`src/rtl/strobed_integrate_dump.sv`:
```
// Integrate-and-dump decimator: sums L strobed signed samples, dumps (sum >>> shift) clipped to WIDTH.
// Dump is registered on the edge sampling the block's last strobe; no backpressure, full throughput.
module strobed_integrate_dump #(
  parameter int WIDTH       = 16,
  parameter int LEN_WIDTH   = 8,
  parameter int SHIFT_WIDTH = 4
) (
  input  logic                   i_clk,
  input  logic                   i_rst,
  input  logic                   i_clear,
  input  logic [LEN_WIDTH-1:0]   i_len,
  input  logic [SHIFT_WIDTH-1:0] i_shift,
  input  logic [WIDTH-1:0]       i_in,
  input  logic                   i_strobe_in,
  output logic [WIDTH-1:0]       o_out,
  output logic                   o_strobe_out,
  output logic                   o_clipped
);

  localparam int ACC_WIDTH = WIDTH + LEN_WIDTH;
  localparam logic signed [ACC_WIDTH-1:0] C_MAX = ACC_WIDTH'((1 << (WIDTH - 1)) - 1);
  localparam logic signed [ACC_WIDTH-1:0] C_MIN = ~C_MAX;

  logic signed [ACC_WIDTH-1:0] r_acc;
  logic [LEN_WIDTH-1:0]        r_count;
  logic [LEN_WIDTH-1:0]        r_len;
  logic [SHIFT_WIDTH-1:0]      r_shift;

  logic                        w_first;
  logic [LEN_WIDTH-1:0]        w_len_sel;
  logic [LEN_WIDTH-1:0]        w_len_eff;
  logic [SHIFT_WIDTH-1:0]      w_shift_cap;
  logic [SHIFT_WIDTH-1:0]      w_shift_sel;
  logic                        w_last;
  logic signed [ACC_WIDTH-1:0] w_sum;
  logic signed [ACC_WIDTH-1:0] w_shifted;
  logic                        w_clip_hi;
  logic                        w_clip_lo;
  logic [WIDTH-1:0]            w_out;

  // The first sample of a block must see the live settings, since they are only latched on that edge.
  assign w_first     = (r_count == '0);
  assign w_len_sel   = w_first ? i_len : r_len;
  assign w_len_eff   = (w_len_sel == '0) ? LEN_WIDTH'(1) : w_len_sel;
  assign w_shift_cap = (int'(i_shift) > LEN_WIDTH) ? SHIFT_WIDTH'(LEN_WIDTH) : i_shift;
  assign w_shift_sel = w_first ? w_shift_cap : r_shift;

  assign w_last    = (({1'b0, r_count} + (LEN_WIDTH + 1)'(1)) == {1'b0, w_len_eff});
  assign w_sum     = r_acc + $signed({{LEN_WIDTH{i_in[WIDTH-1]}}, i_in});
  assign w_shifted = w_sum >>> w_shift_sel;
  assign w_clip_hi = (w_shifted > C_MAX);
  assign w_clip_lo = (w_shifted < C_MIN);
  assign w_out     = w_clip_hi ? C_MAX[WIDTH-1:0] :
                     w_clip_lo ? C_MIN[WIDTH-1:0] : w_shifted[WIDTH-1:0];

  always_ff @(posedge i_clk) begin
    if (i_rst) begin
      r_acc        <= '0;
      r_count      <= '0;
      r_len        <= '0;
      r_shift      <= '0;
      o_out        <= '0;
      o_strobe_out <= 1'b0;
      o_clipped    <= 1'b0;
    end else if (i_clear) begin
      r_acc        <= '0;
      r_count      <= '0;
      o_strobe_out <= 1'b0;
      o_clipped    <= 1'b0;
    end else if (i_strobe_in) begin
      if (w_first) begin
        r_len   <= i_len;
        r_shift <= w_shift_cap;
      end
      if (w_last) begin
        r_acc        <= '0;
        r_count      <= '0;
        o_out        <= w_out;
        o_strobe_out <= 1'b1;
        o_clipped    <= w_clip_hi | w_clip_lo;
      end else begin
        r_acc        <= w_sum;
        r_count      <= r_count + LEN_WIDTH'(1);
        o_strobe_out <= 1'b0;
        o_clipped    <= 1'b0;
      end
    end else begin
      o_strobe_out <= 1'b0;
      o_clipped    <= 1'b0;
    end
  end

endmodule

```
`config.mk`:
```
export PLATFORM = sky130hd
export DESIGN_NAME = strobed_integrate_dump
export DESIGN_NICKNAME = d
export VERILOG_FILES = /design/src/rtl/strobed_integrate_dump.sv
export SDC_FILE = /design/constraint.sdc
export NUM_CORES = 1
export LEC_CHECK = 0
export CORE_UTILIZATION = 50
export DETAILED_ROUTE_END_ITERATION = 8
export PLACE_DENSITY = 0.69
export SYNTH_ARGS = -nofsm -noshare
export SYNTH_HDL_FRONTEND = slang
export SYNTH_SLANG_ARGS = --single-unit
```
`constraint.sdc`:
```
create_clock -name i_clk -period 4.75 [get_ports i_clk]
set_clock_uncertainty 0.05 [all_clocks]
set_input_delay 1.1875 -clock i_clk [delete_from_list [all_inputs] [get_ports i_clk]]
set_output_delay 1.1875 -clock i_clk [all_outputs]
set_load 0.05 [all_outputs]
```
==> Word-level counts from Yosys, hierarchy flattened <==
Cells that the tools add are included.
{ "word_totals": {"memories": 0, "ram_bits": 0, "rom_bits": 0, "regBits": 62, "output_inout_bits": 18, "latchBits": 0, "elab_cells": 35, "in_bits": 32} }
{ "op_classes": {"reduce_logical": 7, "shifts": 1, "add_sub_neg": 3, "n_mux": 9, "eq_ne": 1, "bitwise_logic": 4, "n_mul": 0, "order_cmp": 3, "div": 0} }
{ "op_table": {"columns": ["operator", "n"], "rows": [
  ["$mux 16", 2],
  ["$add 24x16->24", 1],
  ["$gt 24x16->1 const B", 1],
  ["$lt 24x16->1 const B", 1],
  ["$mux 24", 1],
  ["$mux 8", 3],
  ["$sshr 24x4->24", 1],
  ["$logic_not 8->1", 2],
  ["$add 8x1->9 const B", 1],
  ["$eq 9x8->1", 1],
  ["$add 8x1->8 const B", 1],
  ["$mux 4", 2],
  ["$gt 4x4->1 const B", 1],
  ["$reduce_or 4->1", 1],
  ["$not 1->1", 3],
  ["$reduce_and 3->1", 1],
  ["$reduce_or 3->1", 1],
  ["$reduce_and 2->1", 1],
  ["$reduce_or 2->1", 1],
  ["$mux 1", 1],
  ["$or 1x1->1", 1]
]} }

==> Logic depth before layout (Yosys ltp) <==
{ "logic_depth": {"depth_word": 7, "ltp_mapped": 15, "mapped_depth_nobuf": 13} }

==> Worst setup path after synthesis <==
No wires, ideal clock.
{ "synth_timing": {"kind": "input -> register", "start": "in i_in[0]", "end": "reg o_out[0]", "path_stages": 13, "t_required_ns": 4.627, "slack_ns": 0.457, "arrival_time_ns": 4.170, "path_cell_list": "ha_1 -> fa_1 -> a21oi_1 -> o221ai_2 -> a21boi_1 -> nor2_1 -> a311oi_2 -> o22ai_1 -> a211oi_4 -> mux2i_2 -> nor4_4 -> o21ai_4 -> o211ai_2"} }
{ "synth_via": {"elab_chain_cells": 5, "word_cells_on_any_way": 6, "cone_classes": "1 x add/sub; 2 x order compare; 1 x shift; 2 x mux"} }
{ "synth_lines": {"columns": ["element", "line_no", "source"], "rows": [
  ["start: declaration", "13", "input logic [WIDTH-1:0] i_in,"],
  ["$add 24x16->24 (*)", "49", "assign w_sum = r_acc + $signed({{LEN_WIDTH{i_in[WIDTH-1]}}, i_in});"],
  ["$sshr 24x4->24 (*)", "50", "assign w_shifted = w_sum >>> w_shift_sel;"],
  ["$lt 24x16->1", "52", "assign w_clip_lo = (w_shifted < C_MIN);"],
  ["$mux 16", "54", "w_clip_lo ? C_MIN[WIDTH-1:0] : w_shifted[WIDTH-1:0];"],
  ["$mux 16 (*)", "53", "assign w_out = w_clip_hi ? C_MAX[WIDTH-1:0] :"],
  ["end signal: assignment", "78", "o_out <= w_out;"],
  ["end: declaration", "15", "output logic [WIDTH-1:0] o_out,"]
]} }
Mark *: on every way between the ends. The rest lies on a longest branch, timed or not.
A chain may end at the register's enable or synchronous reset.

==> Worst setup path in the final report <==
{ "layout_timing": {"start": "in i_in[1]", "end": "reg o_out[9]"} }
The elaborated chain is that of the path after synthesis.

==> results by group <==
Synth
  – Mapped Cells: 736
  – Post-synth top area cell: dfxtp_1
  – Main synth FF type: dfxtp_1
  – Asr flop ratio synth: 0
  – Mapped cell area: 5510 um2
  – Register area share after synthesis: 0.225
  – Synth top cells by count: 128 x nand2_1, 85 x a21oi_1, 62 x dfxtp_1, 62 x nor2_1, 33 x nand3_1
  – Top cell type's share of synthesized area: 0.225
  – Mean area per synthesized cell: 7.49 um2
  – Yosys reg bits: 62
  – Synthesized net count: 794
  – Number of synthesized flops with an enable pin: 0
  – Top cells by area, synth: dfxtp_1 23%, nand2_1 8.7%, a21oi_1 7.7%
  – Cell variety after synth: 83
  – Ys Warns: 0
  – Dominant cell by count in the synthesized netlist: nand2_1

Placed design
  – Area after DPL: 6630 um2
  – Port buffer count: 49
  – DP Cell Count: 963
  – Detailed Place HPWL: 12.9 mm
  – Gpl congestion: 0.939

Worst setup path
  – Kind of cell adding the most delay to the critical path: compound AO/OA/AOI/OAI gates
  – Crit Path Class: in2reg
  – CP bufs+invs: 1
  – CP max stage cell: clkdlybuf4s50_1
  – Worst Path Required: 4.93 ns
  – CP Cell Sequence: clkdlybuf4s50_1 -> ha_1 -> a21o_1 -> and4_1 -> o211ai_2 -> a21o_1 -> a21boi_2 -> nand2b_1 -> a221o_1 -> o311ai_2 -> o211ai_2 -> a2111oi_0 -> nor3_1
  – CP startpoint kind: input pin
  – Worst Setup SP: i_in[1]
  – Crit Reg-Reg Startpoint: r_acc[0]
  – Crit path capture type: flip-flop
  – Crit-path max cell delay: 0.46 ns
  – CP Max Fanout: 6
  – Crit path DAT: 4.72 ns

Floorplanning
  – Core Area: 10500 um2
  – Die X: 107 um
  – Die area: 11400 um2
  – Die height: 107 um
  – Std cell rows: 37
  – I/O Pins: 50
  – Starting Density: 0.524

Clocking
  – Longest Clk Path Bufs: 2
  – CTS buffer count: 9
  – CTS tree: built
  – Root buf cell: clkbuf_8
  – Hold_buf cts: 0
  – Clock slew at reported path FFs: 0.08 ns
  – Clk_lat worst skew: 0.38 ns
  – # clock sinks: 62
  – H-tree levels: 3

STA
  – Setup TNS Final: 0 ns
  – Crit path time final: 4.54 ns
  – Final setup violation count: 0
  – Setup repair after global routing missed its margin: no
  – Final Hold Fails: 0
  – Hold_ws: 0.413 ns
  – Worst rel slew slack: 0.502
  – Worst-Margin Slew: 0.745 ns
  – Final period utilization: 0.955
  – Slew Limit Fails: 0
  – FMAX: 0.220 GHz

Drt
  – Initial DRT Pass Iterations: 5
  – Via count: 6005
  – Detailed Route WL: 17.0 mm
  – DR WL/cell: 17.4 um
  – DR vias/cell: 6.13
  – DRC viols: 0
  – Starting DRT DRC Count: 504
  – Antenna-violating nets left: 0

GRT
  – Met2 Usage GRT: 0.501
  – Met3 Track Usage GR: 0.0541
  – Vias in the first global route: 5765
  – Total global-route track usage: 0.309
  – Initial antenna violation count: 0
  – Largest net degree at the start of global routing: 34
  – GRT busiest layer: met2
  – Met1 Use GR: 0.401
  – GRT Residual Overflow: 0
  – First-pass GRT wire length: 27.8 mm

Layout
  – Synth-to-Final Area Change: 24.6%
  – Fin cells: 979
  – Share of layout cells above drive strength 1: 0.189
  – Fillers: 936
  – Design area: 6860 um2
  – # diodes: 0
  – Layout net count: 896

Min path
  – Hold crit path type: reg2reg
  – Hold Path Origin: r_acc[12]

Outcome
  – Status: completed

Power and ir drop
  – P_leak: 2.78 nW
  – Pwr/cell area: 255 nW/um2
  – Max VDD drop: 211 uV

Job
  – Max Cap Violations: 0
-- cell usage in the layout, fill, tap and decap left out, drive strengths merged, types with 3 or more instances in the layout --
cell type      count
nand2            131
a21oi             89
buf               84
nor2              67
dfxtp             62
clkdlybuf4s50     49
nand3             34
o21ai             34
mux2i             26
ha                25
nor3              23
o211ai            23
xor2              18
xnor2             13
inv               12
o22ai              9
clkbuf             9
nand4              9
a21o               8
a22oi              8
a211oi             8
and3               7
a31oi              7
nand2b             6
or3                4
o2111ai            4
o21bai             4
nand4b             4
nor4               4
or2                4
o221ai             4
mux2               4
and4               3
o21a               3
a2111oi            3
o32ai              3
clkinvlp           3
a21boi             3
a311oi             3
-- kinds of logic (layout without fill, tap and decap cells) --
family,count (synthesis),after routing,share of synthesized area
muxes,31,31,0.0645
adders and majority gates,26,26,0.0604
buffers and inverters,54,161,0.0445
AOI/OAI and AO/OA,226,226,0.287
xor gates and xnor gates,31,31,0.0506
DFF,62,62,0.225
and+or+nand+nor,306,306,0.268
-- registers in the layout, summed over array words and instances (netlist names) --
signal / cells
r_count: 8
o_strobe_out: 1
o_clipped: 1
o_out: 16
r_acc: 24
r_shift: 4
r_len: 8
-- final timing paths --
check / end / cells after the start / slack (ns)
max reg2reg: o_out[9] / 13 / 1.15
min reg2reg: r_acc[12] / 2 / 0.41
max: o_out[9] / 13 / 0.21
min: r_acc[12] / 2 / 0.41
-- worst register-to-register path, delay by kind of cell (launching register included) --
kind,cells,cell delay (ns)
AND/OR/NAND/NOR,1,0.08
buffers and inverters,1,0.15
flip-flops,1,0.32
adder cells (fa/ha/maj),2,0.62
AO/OA/AOI/OAI,8,2.04
XOR/XNOR,1,0.20
-- cell type report --
| cell class | instances | area [um2] | area share |
|---|---|---|---|
| flip-flops and latches | 62 | 1240 | 0.181 |
| inverters | 12 | 45.0 | 0.00656 |
| clock buffers | 9 | 124 | 0.0180 |
| repair buffers | 133 | 1150 | 0.167 |
| well taps | 136 | 170 | 0.0248 |
| multi-input cells | 620 | 4040 | 0.589 |
| clock inverters | 7 | 96.3 | 0.0140 |
-- power breakdown --
group	total [mW]	leakage, nW	internal (mW)	switching, mW
registers	0.545	0.503	0.534	0.0105
logic	0.657	2.17	0.279	0.379
clock network	0.545	0.102	0.296	0.249
-- routing by layer --
layer  part of all wire  vias up
met3              0.063       32
met1               0.45     2857
met2               0.46      215
li1                   -     2901
met4              0.023        0
met5                  0        -
-- per-stage QoR --
stage	setup WS (ns)	total power, mW	util
3_5_place_dp	-0.164	1.20	0.631
5_1_grt	0.0407	1.83	0.653
4_1_cts	0.234	1.74	0.652
6_report	0.214	1.75	0.653
3_3_place_gp	-0.0976	1.19	0.631
2_1_floorplan	0.457	0.956	-
-- what timing repair did --
item                       in CTS  in global routing
setup endpoints to repair       0                 10
buffers inserted                0                  0
resized for setup               0                  3
Note: power is estimated with default switching activity, not from simulation.
